File: src/rtl/reaction_timer_multi.sv
// reaction_timer_multi
//   Multi-player reaction timer. A start press arms a random pre-GO delay;
//   when it expires the GO light turns on and a 4-digit BCD millisecond
//   counter runs until the first player hits their react button. A press
//   before GO is a false start. The fastest non-timeout time is kept as best.
//
// Ports
//   clk          system clock, all flops rising-edge
//   rst_n        asynchronous active-low reset
//   start_btn    raw start button (active-high, asynchronous)
//   react_btn    raw per-player react buttons (active-high, asynchronous)
//   show_best    in IDLE, selects the best time instead of 0000 on the display
//   led          GO light
//   seg          active-low segments a..g on bits 0..6
//   an           active-low one-hot digit enables, an[0] = ones digit
//   winner       one-hot round winner (all zero on timeout / no result)
//   false_start  high while in FOUL
module reaction_timer_multi #(
  parameter int          NUM_PLAYERS  = 2,
  parameter int          TICK_DIV     = 1000,
  parameter int          SCAN_DIV     = 250,
  parameter int          MIN_DELAY_MS = 1000,
  parameter logic [15:0] DELAY_MASK   = 16'h07FF
) (
  input  logic                   clk,
  input  logic                   rst_n,
  input  logic                   start_btn,
  input  logic [NUM_PLAYERS-1:0] react_btn,
  input  logic                   show_best,
  output logic                   led,
  output logic [6:0]             seg,
  output logic [3:0]             an,
  output logic [NUM_PLAYERS-1:0] winner,
  output logic                   false_start
);

  localparam int NB     = NUM_PLAYERS + 1;
  localparam int TICK_W = (TICK_DIV > 1) ? $clog2(TICK_DIV) : 1;
  localparam int SCAN_W = (SCAN_DIV > 1) ? $clog2(SCAN_DIV) : 1;

  typedef enum logic [2:0] {IDLE, WAIT, GO, DONE, FOUL} state_t;

  // Active-low glyphs, bit 0 = segment a.
  function automatic logic [6:0] glyph(input logic [3:0] d);
    logic [6:0] g;
    case (d)
      4'd0:    g = 7'b1000000;
      4'd1:    g = 7'b1111001;
      4'd2:    g = 7'b0100100;
      4'd3:    g = 7'b0110000;
      4'd4:    g = 7'b0011001;
      4'd5:    g = 7'b0010010;
      4'd6:    g = 7'b0000010;
      4'd7:    g = 7'b1111000;
      4'd8:    g = 7'b0000000;
      4'd9:    g = 7'b0010000;
      default: g = 7'h7F;
    endcase
    return g;
  endfunction

  // Ripple-carry increment of a 4-digit packed BCD value.
  function automatic logic [15:0] bcd_inc(input logic [15:0] v);
    logic [15:0] r;
    logic        carry;
    r     = v;
    carry = 1'b1;
    for (int i = 0; i < 4; i++) begin
      if (carry) begin
        if (r[i*4 +: 4] == 4'd9) begin
          r[i*4 +: 4] = 4'd0;
        end else begin
          r[i*4 +: 4] = r[i*4 +: 4] + 4'd1;
          carry       = 1'b0;
        end
      end
    end
    return r;
  endfunction

  // Button conditioning: bit 0 is start, bits NB-1:1 are the react buttons.
  // press_q is registered so the pulse appears on the 3rd edge after the
  // raw input rises.
  logic [NB-1:0] btn_raw;
  logic [NB-1:0] sync1_q, sync1_d, sync2_q, sync2_d;
  logic [NB-1:0] prev_q, prev_d, press_q, press_d;

  logic                   start_pulse;
  logic [NUM_PLAYERS-1:0] react_pulse;
  logic [NUM_PLAYERS-1:0] react_first;

  logic [15:0]       lfsr_q, lfsr_d;
  logic [TICK_W-1:0] presc_q, presc_d;
  logic              tick;

  state_t                 state_q, state_d;
  logic [31:0]            delay_q, delay_d, delay_load;
  logic [15:0]            time_q, time_d;
  logic [15:0]            best_q, best_d;
  logic [NUM_PLAYERS-1:0] winner_q, winner_d;

  logic [SCAN_W-1:0] scan_q, scan_d;
  logic [1:0]        digit_q, digit_d;
  logic [6:0]        seg_q, seg_d;
  logic [3:0]        an_q, an_d;
  logic [15:0]       disp_val;
  logic [3:0]        disp_nib;

  assign btn_raw     = {react_btn, start_btn};
  assign start_pulse = press_q[0];
  assign react_pulse = press_q[NB-1:1];
  // Two's-complement trick isolates the lowest set bit: lowest index wins ties.
  assign react_first = react_pulse & (~react_pulse + NUM_PLAYERS'(1));
  assign tick        = (presc_q == TICK_W'(TICK_DIV - 1));
  assign delay_load  = 32'(MIN_DELAY_MS) + {16'h0000, lfsr_q & DELAY_MASK};

  always_comb begin
    sync1_d = btn_raw;
    sync2_d = sync1_q;
    prev_d  = sync2_q;
    press_d = sync2_q & ~prev_q;
    // Fibonacci taps 16,14,13,11 (bits 15,13,12,10).
    lfsr_d  = {lfsr_q[14:0], lfsr_q[15] ^ lfsr_q[13] ^ lfsr_q[12] ^ lfsr_q[10]};
  end

  // Round FSM; react has priority over a coincident tick so the frozen
  // time is the value shown when the winning pulse was seen.
  always_comb begin
    state_d  = state_q;
    delay_d  = delay_q;
    time_d   = time_q;
    best_d   = best_q;
    winner_d = winner_q;
    case (state_q)
      IDLE, DONE, FOUL: begin
        if (start_pulse) begin
          state_d  = WAIT;
          delay_d  = delay_load;
          winner_d = '0;
        end
      end
      WAIT: begin
        if (|react_pulse) begin
          state_d  = FOUL;
          winner_d = react_first;
        end else if (tick) begin
          if (delay_q <= 32'd1) begin
            state_d = GO;
            delay_d = '0;
            time_d  = '0;
          end else begin
            delay_d = delay_q - 32'd1;
          end
        end
      end
      GO: begin
        if (|react_pulse) begin
          state_d  = DONE;
          winner_d = react_first;
          // Packed BCD orders the same as its binary reading.
          if (time_q < best_q) begin
            best_d = time_q;
          end
        end else if (tick) begin
          if (time_q == 16'h9999) begin
            state_d  = DONE;
            winner_d = '0;
          end else begin
            time_d = bcd_inc(time_q);
          end
        end
      end
      default: state_d = IDLE;
    endcase
  end

  // Free-running ms prescaler, realigned on GO entry so the first count
  // lands exactly one full tick period after the light comes on.
  always_comb begin
    presc_d = tick ? '0 : presc_q + TICK_W'(1);
    if (state_d == GO && state_q != GO) begin
      presc_d = '0;
    end
  end

  // Display scan and content selection.
  always_comb begin
    scan_d  = (scan_q == SCAN_W'(SCAN_DIV - 1)) ? '0 : scan_q + SCAN_W'(1);
    digit_d = (scan_q == SCAN_W'(SCAN_DIV - 1)) ? digit_q + 2'd1 : digit_q;
    case (state_q)
      IDLE:     disp_val = show_best ? best_q : 16'h0000;
      GO, DONE: disp_val = time_q;
      default:  disp_val = 16'h0000;
    endcase
    disp_nib = disp_val[{digit_q, 2'b00} +: 4];
    case (state_q)
      WAIT:    seg_d = 7'h7F;
      FOUL:    seg_d = 7'b0111111;
      default: seg_d = glyph(disp_nib);
    endcase
    an_d = ~(4'b0001 << digit_q);
  end

  always_ff @(posedge clk or negedge rst_n) begin
    if (!rst_n) begin
      sync1_q  <= '0;
      sync2_q  <= '0;
      prev_q   <= '0;
      press_q  <= '0;
      lfsr_q   <= 16'hACE1;
      presc_q  <= '0;
      state_q  <= IDLE;
      delay_q  <= '0;
      time_q   <= 16'h0000;
      best_q   <= 16'h9999;
      winner_q <= '0;
      scan_q   <= '0;
      digit_q  <= 2'd0;
      seg_q    <= 7'b1000000;
      an_q     <= 4'b1110;
    end else begin
      sync1_q  <= sync1_d;
      sync2_q  <= sync2_d;
      prev_q   <= prev_d;
      press_q  <= press_d;
      lfsr_q   <= lfsr_d;
      presc_q  <= presc_d;
      state_q  <= state_d;
      delay_q  <= delay_d;
      time_q   <= time_d;
      best_q   <= best_d;
      winner_q <= winner_d;
      scan_q   <= scan_d;
      digit_q  <= digit_d;
      seg_q    <= seg_d;
      an_q     <= an_d;
    end
  end

  assign led         = (state_q == GO);
  assign false_start = (state_q == FOUL);
  assign winner      = winner_q;
  assign seg         = seg_q;
  assign an          = an_q;

endmodule

File: config.mk
export PLATFORM = sky130hd
export DESIGN_NAME = reaction_timer_multi
export DESIGN_NICKNAME = d
export VERILOG_FILES = /design/src/rtl/reaction_timer_multi.sv
export SDC_FILE = /design/constraint.sdc
export NUM_CORES = 1
export LEC_CHECK = 0
export CORE_MARGIN = 2
export CORE_UTILIZATION = 24
export DETAILED_ROUTE_END_ITERATION = 12
export MAX_ROUTING_LAYER = met4
export PLACE_DENSITY = 0.4
export SLEW_MARGIN = 5
export SYNTH_ARGS = -nofsm -noshare
export SYNTH_HDL_FRONTEND = slang
export SYNTH_SLANG_ARGS = --single-unit
File: constraint.sdc
create_clock -name clk -period 2.6 [get_ports clk]
set_clock_uncertainty 0.1 [all_clocks]
set_input_delay 0.78 -clock clk [delete_from_list [all_inputs] [get_ports clk]]
set_output_delay 0.78 -clock clk [all_outputs]
set_load 0.01 [all_outputs]
==> reports/metrics.cfg <==
[logic_synthesis]
synth-edff-count=0
synth_top_family_by_area=simple AND/OR/NAND/NOR gates
synth_mux_area_share_pct=4.529
synth_top_cell_area_share_pct=39.93
synth-xor-area-share_pct=3.235
yosys-top-cells-area=dfrtp_1 (40%), dfstp_2 (7.8%), ha_1 (7.0%), o21ai_0 (3.4%), nor2_1 (3.0%)
yosys_warnings=0
synth_flop_cell=dfrtp_1
ys_seq_elements=128
yosysSeqAreaShare_pct=47.70
synthesis.area_mm2=0.006768
synth_cells=672
synth-compound-area-share_pct=16.79
synth.distinct_cells=59
async_reset_ff_share_pct=100.0
synth.avg_cell_area_um2=10.07
synth_simple_gate_area_share_pct=17.18
synth-adder-area-share_pct=7.025
syn-num-nets=716
synth_area_leader_cell=dfrtp_1

[routing]
firstDrtPassIters=4
routedWlPerCell_um=15.40
drc=0
vias_per_cell=4.734
vias=5520
drtIter0Drc=389
ant_nets=0
wirelength_um=17950

[global_route]
gr-usage-all-layers_pct=13.38
use_met2_pct=20.92
grt_max_degree=37
grt.busiest_layer=met2
grt-ovfl-total=0
antenna_found_initial=0
grt_pass1_vias=5620
met3_usage_pct=3.067
gr-usage-met1_pct=17.21
grt_pass1_wl_um=29900

[flow_run]
drv_cap=0

[sta]
slew_headroom_pct=62.68
finalCriticalPeriod_ns=2.512
tns_ns=0
rsz0062_at_grt=true
setup-violations-final=0
fin_crit_sh_pct=96.61
hold_viol_final=0
fmaxAchievable_mhz=398.1
worstMarginPinSlew_ns=0.5598
final_max_slew_viol_count=0

[pwr]
p_per_area_mw_per_mm2=658.5
total_power_mw=5.811
max-vdd-ir-drop_v=0.0004286
p_leak_nw=3.758

[cts]
ctsHtreeMaxLevel=4
clock-sinks=128
clk_pin_slew_ns=0.06
clock_latency_ns=0.42
holdBufCountCts=0
cts_made_buffers=17
cts_max_path_buffers=2
cts_tree=yes
clock-root-buffer=clkbuf_16

[floorplanning]
die_y_um=171.9
dieArea_mm2=0.02956
core_area_mm2=0.02778
num_rows=61
die_w_um=171.9
start_util_pct=24.36
ioPinCount=21

[cells_and_area]
area_delta_synth_final_pct=30.39
finish.utilization_pct=31.76
num-nets-final=819
n_antenna_cell=0
drive_above_1_share_pct=23.60
layout_commonest_cell=dfrtp_1
mostFrequentLayoutCells=dfrtp_1 (106), buf_4 (83), nor2_1 (51), nand2_1 (45), o21ai_0 (43)

[outcome]
status=completed

[setup_path]
crit_path_frequent_cell=buf_4
crit_chain=nor4_2, buf_4, nand4bb_1, buf_6, o41ai_4, buf_4, nand2_2, or4_1, nand2_1
cp_top_family=simple AND/OR/NAND/NOR gates
critical_path_required_ns=2.85
crit_path_end_kind=flop
critPathMaxFanout=6
critPathLaunchType=flop
slowest_stage=or4_1
crit_buf_inv=3
arrival_ns=2.76
cpPeakStageDelay_ns=0.48
crit_type=flop to flop

[placed_design]
gp_congestion=0.8181
io_buffers=20
detailedPlacementHpwl_um=13080

[hold_path]
hp-class=input port to async pin

==> area by class of cell <==
cell class              instances  area [um^2]
flip-flops and latches        128         3231
fillers                      2923        18960
clock buffers                  18        429.2
clock inverters                14        192.7
well taps                     378        473.0
inverters                      38        142.6
repair buffers                109        924.6
multi-input cells             481         3432
==> worst paths after layout <==
path | depth (start not counted) | slack, ns | to | startpoint
min in group clk | 0 | 0.25 | prev_d[2] | sync1_q[2]
max reg2reg | 9 | 0.09 | time_q[4] | delay_q[22]
min reg2reg | 0 | 0.25 | prev_d[2] | sync1_q[2]
min | 1 | 0.25 | prev_q[1] | rst_n
max in group asynchronous | 2 | 1.47 | best_q[7] | rst_n
max | 9 | 0.09 | time_q[4] | delay_q[22]
==> through the flow <==
step	std cells	hold WS (ns)	cell area, um^2	worst slack [ns]
finish	1166	0.2498	8825	0.08808
global route	1166	0.2613	8825	-0.09971
CTS	1162	0.2540	8680	0.0002527
detailed placement	1126	0.2385	8011	-0.5498
global placement	1126	0.2346	8011	-0.4589
floorplan	672	0.2312	6782	0.002742
==> flip-flops by register name (all words and copies together) (netlist names) <==
register  flops
delay_q      32
seg           7
an            4
time_q       16
prev_d        3
scan_q        8
presc_q      10
digit_q       2
state_q       3
best_q       16
press_q       3
prev_q        3
winner        2
sync1_q       3
lfsr_q       16
==> synthesized netlist by cell type (9+ instances only) <==
master    number
o31ai_1       10
a21oi_1       28
a211oi_1      12
xor2_1        11
o21ai_0       46
nor4_1        12
nor3_1        17
a22o_1         9
xnor2_1       14
nand3_1       24
ha_1          38
dfrtp_1      108
clkbuf_1      19
or3_1         13
nand2_1       46
inv_1         37
dfstp_2       20
mux2_2        13
nor2_1        54
==> per-layer routing <==
| metal | vias up | part of all wire, % | wire length, um |
|---|---|---|---|
| met5 | - | 0 | 0 |
| met4 | 0 | 1.4 | 255 |
| met3 | 18 | 2.6 | 474 |
| met2 | 68 | 48 | 8558 |
| met1 | 2753 | 48 | 8666 |
| li1 | 2681 | - | - |
==> repair_timing <==
item | CTS | global route
buffers inserted | 4 | 5
pin swaps | 1 | 9
endpoints found under the setup margin | 11 | 44
resized for setup | 9 | 28
==> report_power, final <==
part	switching (mW)	leakage (nW)	internal, mW
Combinational	0.593	1.83	0.447
Clock	1.01	0.302	1.55
Sequential	0.0875	1.63	2.13
==> logic make-up after synthesis <==
logic type | after synthesis
muxes | 24
and+or+nand+nor | 225
DFF | 128
adders and majority gates | 38
AOI/OAI and AO/OA | 169
buffers and inverters | 63
xor gates and xnor gates | 25
(Power assumes the default switching activity.)
